--- config.mk ---
export PLATFORM = sky130hd
export DESIGN_NAME = rab_cfg_lite_master
export DESIGN_NICKNAME = d
export VERILOG_FILES = /design/src/rtl/rab_cfg_pkg.sv /design/src/rtl/rab_sat_counter.sv /design/src/rtl/rab_cfg_lite_master.sv
export SDC_FILE = /design/constraint.sdc
export NUM_CORES = 1
export LEC_CHECK = 0
export BUFFER_PORTS_ARGS = -buffer_cell sky130_fd_sc_hd__buf_2
export CORE_AREA = 2 2 171 173
export CTS_CLUSTER_SIZE = 10
export DETAILED_ROUTE_END_ITERATION = 10
export DIE_AREA = 0 0 173 175
export PLACE_DENSITY_LB_ADDON = 0.3
export SETUP_SLACK_MARGIN = 0.3
export SLEW_MARGIN = 10
export SYNTH_ARGS = -nofsm -noshare
export SYNTH_HDL_FRONTEND = slang
export SYNTH_SLANG_ARGS = --single-unit
export TNS_END_PERCENT = 30
--- constraint.sdc ---
create_clock -name clk_i -period 2.26 [get_ports clk_i]
set_input_delay 0.226 -clock clk_i [delete_from_list [all_inputs] [get_ports clk_i]]
set_output_delay 0.226 -clock clk_i [all_outputs]
set_load 0.1 [all_outputs]
--- src/rtl/rab_cfg_pkg.sv ---
// Shared types and constants for the RAB configuration AXI-Lite initiator.
// Holds the AXI response codes, the master FSM states and the latched command layout.
package rab_cfg_pkg;

    localparam int unsigned CFG_ADDR_WIDTH = 32;
    localparam int unsigned CFG_DATA_WIDTH = 64;
    localparam int unsigned CFG_STRB_WIDTH = CFG_DATA_WIDTH / 8;

    localparam logic [1:0] RESP_OKAY   = 2'b00;
    localparam logic [1:0] RESP_EXOKAY = 2'b01;
    localparam logic [1:0] RESP_SLVERR = 2'b10;
    localparam logic [1:0] RESP_DECERR = 2'b11;

    typedef enum logic [2:0] {
        IDLE    = 3'd0,
        WR_REQ  = 3'd1,
        WR_RESP = 3'd2,
        RD_REQ  = 3'd3,
        RD_RESP = 3'd4,
        RSP     = 3'd5
    } cfg_state_e;

    typedef struct packed {
        logic                      we;
        logic [CFG_ADDR_WIDTH-1:0] addr;
        logic [CFG_DATA_WIDTH-1:0] wdata;
        logic [CFG_STRB_WIDTH-1:0] wstrb;
    } cfg_cmd_t;

    // EXOKAY counts as success; only SLVERR and DECERR are errors.
    function automatic logic resp_is_err(input logic [1:0] resp);
        return (resp == RESP_SLVERR) || (resp == RESP_DECERR);
    endfunction

endpackage

--- src/rtl/rab_sat_counter.sv ---
// Event counter that sticks at all-ones instead of wrapping.
module rab_sat_counter #(
    parameter int unsigned CNT_WIDTH = 16
) (
    input  logic                 clk_i,
    input  logic                 rst_ni,
    input  logic                 inc_i,
    output logic [CNT_WIDTH-1:0] cnt_o
);

    always_ff @(posedge clk_i or negedge rst_ni) begin
        if (!rst_ni) begin
            cnt_o <= '0;
        end else if (inc_i && (cnt_o != '1)) begin
            cnt_o <= cnt_o + 1'b1;
        end
    end

endmodule

--- src/rtl/rab_cfg_lite_master.sv ---
// AXI4-Lite initiator turning single write/read commands into full AXI-Lite transactions,
// returning status/data over a valid/ready response port and keeping saturating statistics.
module rab_cfg_lite_master
    import rab_cfg_pkg::*;
#(
    parameter int unsigned AXI_LITE_ADDR_WIDTH = CFG_ADDR_WIDTH,
    parameter int unsigned AXI_LITE_DATA_WIDTH = CFG_DATA_WIDTH,
    parameter int unsigned CNT_WIDTH           = 16
) (
    input  logic                             clk_i,
    input  logic                             rst_ni,

    input  logic                             cmd_valid_i,
    output logic                             cmd_ready_o,
    input  logic                             cmd_we_i,
    input  logic [AXI_LITE_ADDR_WIDTH-1:0]   cmd_addr_i,
    input  logic [AXI_LITE_DATA_WIDTH-1:0]   cmd_wdata_i,
    input  logic [AXI_LITE_DATA_WIDTH/8-1:0] cmd_wstrb_i,

    output logic                             rsp_valid_o,
    input  logic                             rsp_ready_i,
    output logic [AXI_LITE_DATA_WIDTH-1:0]   rsp_rdata_o,
    output logic [1:0]                       rsp_resp_o,
    output logic                             rsp_err_o,

    output logic [AXI_LITE_ADDR_WIDTH-1:0]   cfg_awaddr_o,
    output logic [2:0]                       cfg_awprot_o,
    output logic                             cfg_awvalid_o,
    input  logic                             cfg_awready_i,

    output logic [AXI_LITE_DATA_WIDTH-1:0]   cfg_wdata_o,
    output logic [AXI_LITE_DATA_WIDTH/8-1:0] cfg_wstrb_o,
    output logic                             cfg_wvalid_o,
    input  logic                             cfg_wready_i,

    input  logic [1:0]                       cfg_bresp_i,
    input  logic                             cfg_bvalid_i,
    output logic                             cfg_bready_o,

    output logic [AXI_LITE_ADDR_WIDTH-1:0]   cfg_araddr_o,
    output logic [2:0]                       cfg_arprot_o,
    output logic                             cfg_arvalid_o,
    input  logic                             cfg_arready_i,

    input  logic [AXI_LITE_DATA_WIDTH-1:0]   cfg_rdata_i,
    input  logic [1:0]                       cfg_rresp_i,
    input  logic                             cfg_rvalid_i,
    output logic                             cfg_rready_o,

    output logic [CNT_WIDTH-1:0]             n_wr_o,
    output logic [CNT_WIDTH-1:0]             n_rd_o,
    output logic [CNT_WIDTH-1:0]             n_err_o,
    output logic                             busy_o
);

    cfg_state_e                     state_q;
    cfg_cmd_t                       cmd_q;
    logic                           awvalid_q;
    logic                           wvalid_q;
    logic                           bready_q;
    logic                           arvalid_q;
    logic                           rready_q;
    logic                           rsp_valid_q;
    logic                           aw_done_q;
    logic                           w_done_q;
    logic [AXI_LITE_DATA_WIDTH-1:0] rdata_q;
    logic [1:0]                     resp_q;

    logic aw_hs;
    logic w_hs;
    logic rsp_hs;

    assign aw_hs  = awvalid_q & cfg_awready_i;
    assign w_hs   = wvalid_q & cfg_wready_i;
    assign rsp_hs = rsp_valid_q & rsp_ready_i;

    // The AW and W channels retire independently; the write phase ends on the edge
    // where the later of the two handshakes lands, so bready rises the very next cycle.
    always_ff @(posedge clk_i or negedge rst_ni) begin
        if (!rst_ni) begin
            state_q     <= IDLE;
            cmd_q       <= '0;
            awvalid_q   <= 1'b0;
            wvalid_q    <= 1'b0;
            bready_q    <= 1'b0;
            arvalid_q   <= 1'b0;
            rready_q    <= 1'b0;
            rsp_valid_q <= 1'b0;
            aw_done_q   <= 1'b0;
            w_done_q    <= 1'b0;
            rdata_q     <= '0;
            resp_q      <= RESP_OKAY;
        end else begin
            case (state_q)
                IDLE: begin
                    if (cmd_valid_i) begin
                        cmd_q.we    <= cmd_we_i;
                        cmd_q.addr  <= cmd_addr_i;
                        cmd_q.wdata <= cmd_wdata_i;
                        cmd_q.wstrb <= cmd_wstrb_i;
                        aw_done_q   <= 1'b0;
                        w_done_q    <= 1'b0;
                        if (cmd_we_i) begin
                            awvalid_q <= 1'b1;
                            wvalid_q  <= 1'b1;
                            state_q   <= WR_REQ;
                        end else begin
                            arvalid_q <= 1'b1;
                            state_q   <= RD_REQ;
                        end
                    end
                end
                WR_REQ: begin
                    if (aw_hs) begin
                        awvalid_q <= 1'b0;
                        aw_done_q <= 1'b1;
                    end
                    if (w_hs) begin
                        wvalid_q <= 1'b0;
                        w_done_q <= 1'b1;
                    end
                    if ((aw_done_q || aw_hs) && (w_done_q || w_hs)) begin
                        bready_q <= 1'b1;
                        state_q  <= WR_RESP;
                    end
                end
                WR_RESP: begin
                    if (cfg_bvalid_i) begin
                        bready_q    <= 1'b0;
                        resp_q      <= cfg_bresp_i;
                        rdata_q     <= '0;
                        rsp_valid_q <= 1'b1;
                        state_q     <= RSP;
                    end
                end
                RD_REQ: begin
                    if (cfg_arready_i) begin
                        arvalid_q <= 1'b0;
                        rready_q  <= 1'b1;
                        state_q   <= RD_RESP;
                    end
                end
                RD_RESP: begin
                    if (cfg_rvalid_i) begin
                        rready_q    <= 1'b0;
                        rdata_q     <= cfg_rdata_i;
                        resp_q      <= cfg_rresp_i;
                        rsp_valid_q <= 1'b1;
                        state_q     <= RSP;
                    end
                end
                RSP: begin
                    if (rsp_ready_i) begin
                        rsp_valid_q <= 1'b0;
                        state_q     <= IDLE;
                    end
                end
                default: begin
                    state_q <= IDLE;
                end
            endcase
        end
    end

    assign cmd_ready_o   = (state_q == IDLE);
    assign busy_o        = (state_q != IDLE);

    assign cfg_awaddr_o  = cmd_q.addr;
    assign cfg_awprot_o  = 3'b000;
    assign cfg_awvalid_o = awvalid_q;
    assign cfg_wdata_o   = cmd_q.wdata;
    assign cfg_wstrb_o   = cmd_q.wstrb;
    assign cfg_wvalid_o  = wvalid_q;
    assign cfg_bready_o  = bready_q;
    assign cfg_araddr_o  = cmd_q.addr;
    assign cfg_arprot_o  = 3'b000;
    assign cfg_arvalid_o = arvalid_q;
    assign cfg_rready_o  = rready_q;

    assign rsp_valid_o   = rsp_valid_q;
    assign rsp_rdata_o   = rdata_q;
    assign rsp_resp_o    = resp_q;
    assign rsp_err_o     = resp_is_err(resp_q);

    // Statistics only advance when the requester has consumed the response.
    rab_sat_counter #(.CNT_WIDTH(CNT_WIDTH)) u_cnt_wr (
        .clk_i  (clk_i),
        .rst_ni (rst_ni),
        .inc_i  (rsp_hs & cmd_q.we),
        .cnt_o  (n_wr_o)
    );

    rab_sat_counter #(.CNT_WIDTH(CNT_WIDTH)) u_cnt_rd (
        .clk_i  (clk_i),
        .rst_ni (rst_ni),
        .inc_i  (rsp_hs & ~cmd_q.we),
        .cnt_o  (n_rd_o)
    );

    rab_sat_counter #(.CNT_WIDTH(CNT_WIDTH)) u_cnt_err (
        .clk_i  (clk_i),
        .rst_ni (rst_ni),
        .inc_i  (rsp_hs & resp_is_err(resp_q)),
        .cnt_o  (n_err_o)
    );

endmodule

# == Word level (Yosys, flattened, before mapping) ==
# Cells that the tools add are included.
# W data, S select, Z words.
# totals
ff_bits,230
in_bits,182
out_inout_bits,265
elab_cells,113
# classes
add_sub_neg,3
eq_ne,20
mux,39
bitwise_logic,7
n_reduce_logical,26
# ops
cell,count
$mux W64,2
$pmux W64 S2,1
$add A16 B1 Y16 const B,3
$ne A16 B16 Y1 const B,3
$mux W3,6
$ne A2 B2 Y1 const B,9
$pmux W3 S6,1
$mux W1,17
$reduce_and A4 Y1,4
$reduce_and A3 Y1,5
$pmux W1 S2,7
$reduce_bool A2 Y1,5
$and A1 B1 Y1,6
$eq A3 B2 Y1 const B,2
$eq A3 B3 Y1 const B,2
$mux W2,3
$reduce_and A6 Y1,1
$reduce_bool A3 Y1,2
$eq A2 B2 Y1 const B,2
$logic_and A1 B1 Y1,4
$pmux W2 S2,1
$eq A3 B1 Y1 const B,1
$logic_not A3 Y1,1
$logic_or A1 B1 Y1,3
4 further kinds,4

# == Depth between registers and ports, before layout ==
# Gate-level depths: netlist (run 1).
# logic_depth
ltp_word,5
mapped_depth,7

# == Cells and area by module ==
# A second synthesis (run 1) with hierarchy kept.
# hier_totals
hier_cells,1153
area_unflattened_um2,11046.8
# by_module_without_submodules
mod,n_inst,cells_each,area_per_inst_um2
rab_cfg_lite_master,1,934,8520.7
rab_sat_counter at u_cnt_err ...,2,72,859.6
rab_sat_counter at u_cnt_wr,1,75,807.0

# == Worst setup path before layout (run 1) ==
# Ideal clock, no wire load.
# synth_timing
kind,reg-to-reg
start,register state_q[0]
end,register state_q[1]
setup_time_ns,0.082
arrival_ns,4.460
setup_slack_ns,-2.283
stages_incl_launch_ff,5
n_path_buf,0
synth_period_minus_slack_ns,4.543
path_cell_list,dfrtp_1 -> nor3_1 -> inv_1 -> o21a_1 -> o22ai_1
# synth_between
elab_chain_cells,3
elab_cells_between_ends,14
cone_classes,eq/ne (11); mux (1); reduce/logical (2)
# synth_lines
item,line_no,text
"start, declared",rab_cfg_lite_master.sv:56,cfg_state_e state_q;
"start signal, assigned",rab_cfg_lite_master.sv:81,state_q <= IDLE;
"start signal, assigned",rab_cfg_lite_master.sv:106,state_q <= WR_REQ;
"start signal, assigned",rab_cfg_lite_master.sv:109,state_q <= RD_REQ;
$logic_not A3 Y1 *,-,
via cmd_ready_o,rab_cfg_lite_master.sv:14,"output logic cmd_ready_o,"
$ne A2 B2 Y1 (no line),-,
$reduce_and A6 Y1 (no line),-,
# Mark *: on every way through the listed nets, which the timed path passes. The rest lies on a longest branch.
# A chain may end at the register's enable or synchronous reset.

# == Final worst setup path (run 1) ==
# layout_timing
start,register state_q[0]
end,output port busy_o
# layout_between
elab_chain_cells,1
# layout_lines
item,line_no,text
$reduce_bool A3 Y1,rab_cfg_lite_master.sv:166,assign busy_o = (state_q != IDLE);
"end, declared",rab_cfg_lite_master.sv:53,output logic busy_o
# No other way between the ends.

==> results of run 1 <==
stage by stage:
step,util (%),area [um^2]
floorplan,-,10640
global placement,43.26,12280
detailed placement,43.26,12280
CTS,52.40,14880
global route,52.47,14900
finish,52.47,14900
worst paths after layout:
kind                                                    end  cells past startpoint
worst max-delay path                                 busy_o                      3
worst min-delay path              rsp_resp_o[1]$_DFFE_PN0P_                      3
worst max register to register       state_q[0]$_DFFE_PN0P_                      4
worst min register to register  cfg_wdata_o[51]$_DFFE_PN0P_                      2
max in group asynchronous            state_q[2]$_DFFE_PN0P_                      3
min in group asynchronous       cfg_wdata_o[60]$_DFFE_PN0P_                      2
placed cells by master (no fill, tap or decap), types with 2 or more instances in the layout:
| cell | instances |
|---|---|
| a211oi_1 | 2 |
| a21oi_1 | 10 |
| and2_1 | 2 |
| and3_1 | 2 |
| and4_1 | 2 |
| and4bb_2 | 2 |
| buf_12 | 10 |
| buf_2 | 437 |
| buf_4 | 7 |
| clkbuf_1 | 5 |
| clkbuf_16 | 29 |
| clkbuf_8 | 4 |
| conb_1 | 6 |
| dfrtp_1 | 228 |
| dfrtp_2 | 2 |
| dlygate4sd3_1 | 174 |
| ha_1 | 3 |
| inv_1 | 5 |
| mux2_2 | 5 |
| mux2i_1 | 4 |
| nand2_1 | 472 |
| nand2b_1 | 4 |
| nand3_1 | 15 |
| nand3b_1 | 8 |
| nand4_1 | 12 |
| nand4_2 | 2 |
| nand4b_1 | 5 |
| nor2_1 | 17 |
| nor3_1 | 12 |
| nor3b_1 | 4 |
| nor4_1 | 6 |
| nor4_4 | 3 |
| nor4b_1 | 4 |
| o21ai_0 | 71 |
| or2_2 | 3 |
| xnor2_1 | 13 |
| xor2_1 | 25 |
critical path, delay by kind of cell, from the launching register on:
| kind | cells | cell delay (ps) |
|---|---|---|
| DFF | 1 | 510 |
| and+or+nand+nor | 1 | 290 |
| buffers and inverters | 2 | 350 |
kinds of logic after synthesis:
group | count (synthesis) | synth area share [%]
AO/OA/AOI/OAI | 92 | 4.624
other | 1 | 0.03536
multiplexers | 11 | 1.156
AND/OR/NAND/NOR | 588 | 23.92
buffers and inverters | 200 | 12.50
XOR/XNOR | 38 | 3.138
adder cells (fa/ha/maj) | 3 | 0.3539
flip-flops | 230 | 54.26
sequential cells by signal, summed over array words and instances, names as in the netlist, 2 cells and up:
name             flops
cfg_wdata_o         64
rsp_rdata_o         64
cfg_araddr_o        32
u_cnt_err.cnt_o     16
u_cnt_rd.cnt_o      16
u_cnt_wr.cnt_o      16
cfg_wstrb_o          8
state_q              3
rsp_resp_o           2
metal layers:
layer	GRT usage [%]	up-vias	share of wire (%)
li1	-	4511	-
met1	24.45	4406	40
met2	34.53	366	50
met3	4.265	71	7.0
met4	7.239	0	3.1
met5	0	-	0
layout make-up:
cell class	count	area, um^2
fill	2554	13500
sequential	230	5758
timing repair buffer	630	4208
multi-input combinational	738	3595
clock buffer	38	799.5
tap	384	480.5
clock inverter	2	35.03
inverter	5	18.77
antenna	1	2.502
timing repair:
item,in CTS,in global routing
buffers inserted,1,0
hold endpoints to repair,402,0
setup endpoints to repair,2,9
resized for setup,5,2
hold buffers,174,0
pin swaps,1,0
==> metrics.md, run 1 <==
| Metric | Value |
|---|---|
| Largest net degree at the start of global routing | `88` |
| Final setup viols | `0` |
| DR pass1 iterations | `6` |
| Mapped Area | `10610 um^2` |
| Num CTS Buffers | `28` |
| Synth warn | `0` |
| Vias in the first global route | `9295` |
| Max incr delay on CP | `510 ps` |
| Residual DRC | `0` |
| Unrepaired setup endpoints after global routing | `yes` |
| CP Data Required Time | `~2000 ps` |
| Synth Flop Type | `dfrtp_1` |
| Die Wd | `173 um` |
| Number of clock sinks | `230` |
| Root Buffer | `clkbuf_16` |
| Ports | `447` |
| Setup TNS | `0 ps` |
| Syn Area/Cell | `about 9 um^2` |
| Site Rows | `between 60 and 70` |
| Final hold slack | `between 40 and 50 ps` |
| Max transition margin | `63.53%` |
| Startpoint Class | `flop` |
| Top cells by count, synth | `473 x nand2_1, 230 x dfrtp_1, 146 x buf_4, 71 x o21ai_0, 27 x clkbuf_1` |
| Maxcap violations | `0` |
| Area leader, netlist | `dfrtp_1` |
| Inst Count DP | `1812` |
| Count leader, synth | `nand2_1` |
| Placer Congestion | `~0.85` |
| First-pass GRT wire length | `49250 um` |
| Layout area overhead | `40.45%` |
| Worst setup path startpoint | `state_q[0]$_DFFE_PN0P_` |
| Core area | `28390 um^2` |
| Final Worst Setup Slack | `336.5 ps` |
| Routed len/inst | `between 15 and 20 um` |
| Critical path class | `reg2out` |
| Total track usage | `about a fifth` |
| Synth top area share | `54.26%` |
| Via count | `9354` |
| WL final | `31090 um` |
| CTS clk-pin slew, worst paths | `50 ps` |
| Die Y | `175 um` |
| Pins over their slew limit | `0` |
| Worst slew pin tran | `~550 ps` |
| Pre-CTS setup slack | `361.3 ps` |
| Synth area leaders | `dfrtp_1 54%, nand2_1 17%, buf_4 10%` |
| Tcrit/Tclk final | `85.11%` |
| Hold Vio Cnt, Final | `0` |
| Post-synth cell types | `51` |
| Hold crit path type | `in2reg` |
| Share of cells above drive strength 1 | `31.65%` |
| DP HPWL | `20800 um` |
| Setup slack, reg-to-reg | `430 ps` |
| CP max-delay cell | `dfrtp_2` |
| CP cell instances | `nor3_4, inv_1, buf_4` |
| CTS tree | `yes` |
| Final ANT Viol Nets | `0` |
| Synthesized netlist cell count | `1163` |
| FFs w/ async S/R, synth | `100.0%` |
| Final nets | `1818` |
| Initial antenna violation count | `1` |
| Die Area | `30280 um^2` |
| CP arrival | `1700 ps` |
| Skew final | `17.68 ps` |
| Register area share after synthesis | `about 54%` |
| CP Capture Type | `output pin` |
| Synth Register Bits | `230` |
| Initial Util | `37.36%` |
| Fin crit period | `1924 ps` |
| Status | `complete, no violations` |
| Mean number of vias per cell | `4.612` |
| Fin cells | `2028` |
| CTS Buffer Depth | `3` |
| Gr ovfl total | `0` |
| Achievable frequency | `519.9 MHz` |
| Post-synth EDFFs | `0` |
| Reg2reg start | `state_q[1]$_DFFE_PN0P_` |
| Worst skew pair latency | `530 ps` |
| Worst Hold Launch | `cfg_rresp_i[1]` |
| CP Max Fanout | `15` |
| Drt first-iter violations | `456` |
| Port Buf Inserts | `440` |
| H-Tree Depth | `1` |
Power of run 1 is left out: the tool's default activity adds up to more than one toggle a clock period on the data nets, which glitch-free logic cannot reach.
==> inputs of run 2 (changes only) <==
--- a/config.mk
+++ b/config.mk
@@ -5,11 +5,12 @@
 export SDC_FILE = /design/constraint.sdc
 export NUM_CORES = 1
 export LEC_CHECK = 0
+export ABC_AREA = 1
 export BUFFER_PORTS_ARGS = -buffer_cell sky130_fd_sc_hd__buf_2
-export CORE_AREA = 2 2 171 173
+export CORE_AREA = 2 2 175 177
 export CTS_CLUSTER_SIZE = 10
 export DETAILED_ROUTE_END_ITERATION = 10
-export DIE_AREA = 0 0 173 175
+export DIE_AREA = 0 0 177 179
 export PLACE_DENSITY_LB_ADDON = 0.3
 export SETUP_SLACK_MARGIN = 0.3
 export SLEW_MARGIN = 10
==> constraint.sdc (replaced) <==
create_clock -name clk_i -period 2.4 [get_ports clk_i]
set_input_delay 0.24 -clock clk_i [delete_from_list [all_inputs] [get_ports clk_i]]
set_output_delay 0.24 -clock clk_i [all_outputs]
set_load 0.1 [all_outputs]
==> metrics.md, run 2 <==
| Metric | Value |
|---|---|
| Initial Util | `37.01% (-0.34 points)` |
| H-Tree Depth | `1 (unchanged)` |
| CP Max Fanout | `7 (-8)` |
| Syn Area/Cell | `7.956 um^2 (-13%)` |
| Mean number of vias per cell | `4.557 (-1.2%)` |
| Register area share after synthesis | `51.78% (-2.5 points)` |
| Num CTS Buffers | `28 (unchanged)` |
| Post-synth EDFFs | `0 (unchanged)` |
| Core area | `30030 um^2 (+5.8%)` |
| Top cells by count, synth | `673 x nand2_1, 230 x dfrtp_1, 147 x buf_4, 114 x nand3_1, 56 x nor2_1` |
| Commonest non-fill, non-tap cell in the layout | `nand2_1` |
| Max transition margin | `62.92% (-0.61 points)` |
| Placer Congestion | `0.8388 (-1.7%)` |
| Status | `complete, no violations` |
| Achievable frequency | `a little over 500 MHz` |
| Die Wd | `177 um (+2.3%)` |
| WL final | `32690 um (+5.2%)` |
| CTS Buffer Depth | `3 (unchanged)` |
| CTS clk-pin slew, worst paths | `60 ps (about the same)` |
| Post-synth cell types | `24 (-53%)` |
| Pins over their slew limit | `0 (unchanged)` |
| First-pass GRT wire length | `50270 um (+2.1%)` |
| Hold crit path type | `in2reg` |
| Port Buf Inserts | `440 (unchanged)` |
| Vias in the first global route | `9889 (+6.4%)` |
| Fin crit period | `1955 ps` |
| Synthesized netlist cell count | `1397 (+20%)` |
| Final setup viols | `0 (unchanged)` |
| Tcrit/Tclk final | `81.46%` |
| CP Capture Type | `output pin` |
| Final instance area | `15290 um^2 (+2.6%)` |
| Commonest non-fill, non-tap cells in the layout | `673 x nand2_1, 438 x buf_2, 220 x dfrtp_1` |
| Skew final | `22.76 ps (+5.081 ps)` |
| Site Rows | `64 (+3.2%)` |
| Synth area leaders | `dfrtp_1 52%, nand2_1 23%, buf_4 9.9%` |
| Startpoint Class | `flop` |
| Die Y | `179 um (+2.3%)` |
| Worst skew pair latency | `550 ps (+20 ps)` |
| Synth warn | `0 (unchanged)` |
| Die Area | `31680 um^2 (+4.7%)` |
| Maxcap violations | `0 (unchanged)` |
| Final nets | `2055 (+13%)` |
| Critical path class | `reg2out` |
| Area leader, netlist | `dfrtp_1` |
| Count leader, synth | `nand2_1` |
| Drt first-iter violations | `590 (+29%)` |
| Number of clock sinks | `230 (unchanged)` |
| Met1 Use GR | `24.45% (about the same)` |
| DR pass1 iterations | `6 (unchanged)` |
| Gr ovfl total | `0 (unchanged)` |
| CP arrival | `1710 ps (about the same)` |
| Final ANT Viol Nets | `0 (unchanged)` |
| CTS tree | `yes` |
| Via count | `10390 (+11%)` |
| GR Util met3 | `4.156% (-0.11 points)` |
| Busiest metal layer after global routing | `met2` |
| Placed Instance Area | `12730 um^2 (+3.6%)` |
| Number of buffers added for setup after CTS | `0 (-1)` |
| Mapped Area | `11110 um^2 (+4.8%)` |
| Synth Flop Type | `dfrtp_1` |
| Ports | `447 (unchanged)` |
| Routed len/inst | `14.33 um (-6.5%)` |
| Synth Register Bits | `230 (unchanged)` |
| Hold Vio Cnt, Final | `0 (unchanged)` |
| Unrepaired setup endpoints after global routing | `no` |
| Residual DRC | `0 (unchanged)` |
| Initial antenna violation count | `2 (+1)` |
| FFs w/ async S/R, synth | `100.0% (unchanged)` |
| Total track usage | `19.68% (-0.23 points)` |
| Setup TNS | `0 ps (unchanged)` |
| Met2 GRT Util | `33.58% (-0.96 points)` |
| Largest net degree at the start of global routing | `109 (+24%)` |
| Root Buffer | `clkbuf_16` |
| DP HPWL | `21780 um (+4.7%)` |
| CP Data Required Time | `2160 ps (+130 ps)` |
| Share of cells above drive strength 1 | `27.12% (-4.5 points)` |
| Layout area overhead | `37.55%` |
| Synth top area share | `51.78% (-2.5 points)` |
| Worst slew pin tran | `560.0 ps (+9.187 ps)` |
-- run 2: what timing repair did --
action | CTS | global route
endpoints found under the hold margin | 234 | 0
resized for setup | 1 | 0
setup endpoints to repair | 1 | 0
hold buffers | 175 | 0
-- run 2: final timing paths --
kind / to / cells after the start / startpoint / slack [ps]
max in group asynchronous: cfg_wdata_o[26]$_DFFE_PN0P_ / 3 / rst_ni / 1280
min in group asynchronous: cfg_wdata_o[58]$_DFFE_PN0P_ / 2 / rst_ni / 240
setup / recovery: busy_o / 3 / state_q[0]$_DFFE_PN0P_ / 450
hold / removal: cfg_bready_o$_DFFE_PN0P_ / 4 / cfg_bvalid_i / 30
hold reg to reg: cfg_wdata_o[21]$_DFFE_PN0P_ / 2 / cfg_wdata_o[21]$_DFFE_PN0P_ / 460
setup reg to reg: rsp_rdata_o[17]$_DFFE_PN0P_ / 8 / state_q[1]$_DFFE_PN0P_ / 550
-- run 2: layout make-up --
type	count	area (um^2)
diodes	1	2.502
clock buffers	42	794.5
clock inverters	2	10.01
fillers	2799	14740
inverters	57	217.7
multi-input cells	923	3859
flip-flops and latches	230	5768
well taps	396	495.5
repair buffers	630	4141
-- run 2: stage by stage --
stage               utilization (%)  std cells  hold WS, ps  setup slack, ps
floorplan                         -       1402       -55.59            274.3
CTS                           50.90       2280        7.783            410.3
global route                  50.91       2281        71.39            386.0
global placement              42.38       2061        224.4            671.8
detailed placement            42.38       2061        223.6            608.9
finish                        50.91       2281        30.45            445.1
-- run 2: critical path: stages, from the launching register on --
cell     delay [ps]
dfrtp_1         490
nor2_4           90
nand2_4         120
buf_2           460
-- run 2: cells by family (layout without fill, tap and decap cells) --
family                   count (synthesis)  after routing  synth area share (%)
AND/OR/NAND/NOR                        869            869                 31.35
other                                    1              7               0.03374
adder cells (fa/ha/maj)                  3              3                0.3378
AO/OA/AOI/OAI                           24             24                 1.126
XOR/XNOR                                21             21                 1.655
flip-flops                             230            230                 51.78
buffers and inverters                  249            731                 13.71
-- run 2: per-layer routing --
layer / vias to the layer above / routed length (um) / share of wire [%]
met4: 2 / 1157 / 3.5
met2: 381 / 16010 / 49
met3: 80 / 2326 / 7.1
met5: - / 13 / 0.040
met1: 4822 / 13190 / 40
li1: 5109 / - / -
Power of run 2 is left out for the same reason.
==> inputs of run 3 (changes only) <==
--- a/config.mk
+++ b/config.mk
@@ -7,10 +7,10 @@
 export LEC_CHECK = 0
 export ABC_AREA = 1
 export BUFFER_PORTS_ARGS = -buffer_cell sky130_fd_sc_hd__buf_2
-export CORE_AREA = 2 2 175 177
+export CORE_AREA = 2 2 172 174
 export CTS_CLUSTER_SIZE = 10
 export DETAILED_ROUTE_END_ITERATION = 10
-export DIE_AREA = 0 0 177 179
+export DIE_AREA = 0 0 174 176
 export PLACE_DENSITY_LB_ADDON = 0.3
 export SETUP_SLACK_MARGIN = 0.3
 export SLEW_MARGIN = 10
==> constraint.sdc (replaced) <==
create_clock -name clk_i -period 1.6 [get_ports clk_i]
set_input_delay 0.16 -clock clk_i [delete_from_list [all_inputs] [get_ports clk_i]]
set_output_delay 0.16 -clock clk_i [all_outputs]
set_load 0.1 [all_outputs]
==> metrics.md, run 3 (same netlist as run 2, synthesis figures left out) <==
| Metric | Value |
|---|---|
| Status | `finished, violations left` |
| Failing checks | `negative setup slack` |
| CTS Buffer Depth | `3 (unchanged)` |
| Gr ovfl total | `0 (unchanged)` |
| Achievable frequency | `549.4 MHz` |
| Share of cells above drive strength 1 | `48.93% (+22 points)` |
| CP Data Required Time | `2020 ps (-140 ps)` |
| Die Wd | `174 um (-1.7%)` |
| CP cell instances | `buf_6, buf_6, inv_4, nand3_4, nand2_4, inv_4, nor2_4, buf_12, inv_12, bufbuf_16, nand2_1, nand2_1` |
| Placer Congestion | `0.8995 (+7.2%)` |
| Worst R2R End | `rsp_rdata_o[60]$_DFFE_PN0P_` |
| Commonest non-fill, non-tap cells in the layout | `505 x nand2_1, 357 x buf_2, 177 x dlygate4sd3_1` |
| Final Worst Setup Slack | `-220.2 ps (-665.2 ps)` |
| Max incr delay on CP | `430 ps (-60 ps)` |
| Total track usage | `27.86% (+8.2 points)` |
| Initial Util | `38.93% (+1.9 points)` |
| DP HPWL | `23120 um (+6.2%)` |
| Root Buffer | `clkbuf_16` |
| CP max-delay cell | `dfrtp_2` |
| Startpoint Class | `flop` |
| DR pass1 iterations | `5 (-1)` |
| Pins over their slew limit | `0 (unchanged)` |
| CTS tree | `yes` |
| Core area | `28550 um^2 (-4.9%)` |
| Residual DRC | `0 (unchanged)` |
| Hold crit path type | `in2reg` |
| Reg2Reg Depth | `12 (+4)` |
| Die Y | `176 um (-1.7%)` |
| CP Capture Type | `flop` |
| Port Buf Inserts | `440 (unchanged)` |
| Die Area | `30620 um^2 (-3.3%)` |
| Setup slack, reg-to-reg | `-220 ps (-770 ps)` |
| CP Max Fanout | `10 (+3)` |
| Skew final | `12.64 ps (-10.12 ps)` |
| Initial antenna violation count | `2 (unchanged)` |
| Drt first-iter violations | `874 (+48%)` |
| Final ANT Viol Nets | `0 (unchanged)` |
| Critical path class | `reg2reg` |
| WP buf/inv | `7 (+6)` |
| Setup TNS | `-25570 ps (-25570 ps)` |
| First-pass GRT wire length | `67500 um (+34%)` |
| Worst skew pair latency | `540 ps (about the same)` |
| Routed len/inst | `19.12 um (+33%)` |
| H-Tree Depth | `1 (unchanged)` |
| Register area | `5914 um^2 (+2.5%)` |
| Fin cells | `2446 (+7.2%)` |
| Layout area overhead | `83.82%` |
| WHS Endpoint | `cfg_arvalid_o$_DFFE_PN0P_` |
| Num CTS Buffers | `28 (unchanged)` |
| Fin crit period | `1820 ps` |
| Tcrit/Tclk final | `113.8%` |
| Hold path depth | `4 (unchanged)` |
| Multi-input gate area | `5040 um^2 (+31%)` |
| WL final | `46780 um (+43%)` |
| Number of clock sinks | `230 (unchanged)` |
| Worst Hold Launch | `cfg_arready_i` |
| Reg2reg start | `state_q[0]$_DFFE_PN0P_` |
| Final hold slack | `84.08 ps (+53.63 ps)` |
| Mean number of vias per cell | `5.047 (+11%)` |
| Largest net degree at the start of global routing | `59 (-46%)` |
| Via count | `12350 (+19%)` |
| Inst Count DP | `2081 (+0.97%)` |
| Ports | `447 (unchanged)` |
| Unrepaired setup endpoints after global routing | `yes` |
| Worst slew pin tran | `552.4 ps (-7.651 ps)` |
| Max transition margin | `63.43% (+0.51 points)` |
| Final setup viols | `180 (+180)` |
| CTS clk-pin slew, worst paths | `60 ps (about the same)` |
| Vias in the first global route | `12470 (+26%)` |
| CP arrival | `2240 ps (+530 ps)` |
| Maxcap violations | `0 (unchanged)` |
| Site Rows | `62 (-3.1%)` |
| Top delay family on crit path | `buffers and inverters` |
| Commonest non-fill, non-tap cell in the layout | `nand2_1` |
| Fillers | `1821 (-35%)` |
| Hold Vio Cnt, Final | `0 (unchanged)` |
| Final nets | `2231 (+8.6%)` |
-- run 3: cell types whose count changed in the layout (fill, tap and decap cells not counted), moves of 32 or more --
cell,before,now
nand2_1,673,505
nand2_2,2,131
buf_12,5,103
buf_2,438,357
buf_4,11,87
nand3_1,114,47
nand3_2,0,58
dfrtp_1,220,167
nand2_4,1,37
buf_16,0,34
dfrtp_4,0,32
-- run 3: metrics by stage --
stage | util (%) | worst slack (ps) | instance area [um^2]
2_1_floorplan | - | -167.5 | 11480
3_3_place_gp | 46.82 | 79.95 | 13370
3_5_place_dp | 46.82 | 19.99 | 13370
4_1_cts | 67.65 | -232.4 | 19310
5_1_grt | 71.57 | -287.6 | 20430
6_report | 71.57 | -220.2 | 20430
-- run 3: final cells by class --
type	count	area share, %
diodes	2	0.02450
clock buffers	42	3.987
clock inverters	2	0.1715
inverters	57	1.311
multi-input cells	924	24.67
flip-flops and latches	230	28.95
well taps	384	2.352
repair buffers	804	38.46
repair inverters	1	0.07961
-- run 3: tightest hold or removal path, delay by kind of cell --
family	cells	cell delay, ps
buffers and inverters	2	210
AND/OR/NAND/NOR	1	100
AO/OA/AOI/OAI	1	100
-- run 3: repair_timing --
action	in CTS	in global routing
buffers inserted	92	9
pin swaps	23	74
endpoints found under the setup margin	483	488
gates resized for setup	434	271
gates cloned	38	3
hold buffers	177	0
hold endpoints to repair	318	0
-- run 3: layer usage --
metal	vias to the layer above	GRT usage (%)	routed length, um
met2	684	48.64	23650
met4	0	12.54	2413
met1	5979	33.20	17360
li1	5507	-	-
met3	176	5.814	3349
met5	-	0	0
-- run 3: worst max path at each step --
stage / start / end / slack, ps / depth (start not counted)
after global routing: state_q[0]$_DFFE_PN0P_ / rsp_rdata_o[19]$_DFFE_PN0P_ / -290 / 12
final: state_q[0]$_DFFE_PN0P_ / rsp_rdata_o[60]$_DFFE_PN0P_ / -220 / 12
after CTS: state_q[0]$_DFFE_PN0P_ / cmd_ready_o / -230 / 6
after floorplan: u_cnt_rd.cnt_o[0]$_DFFE_PN0P_ / u_cnt_rd.cnt_o[5]$_DFFE_PN0P_ / -170 / 9
after detailed placement: state_q[1]$_DFFE_PN0P_ / rsp_rdata_o[17]$_DFFE_PN0P_ / 20 / 8
after global placement: state_q[1]$_DFFE_PN0P_ / cfg_wdata_o[12]$_DFFE_PN0P_ / 80 / 8
Power of run 3 is left out for the same reason.
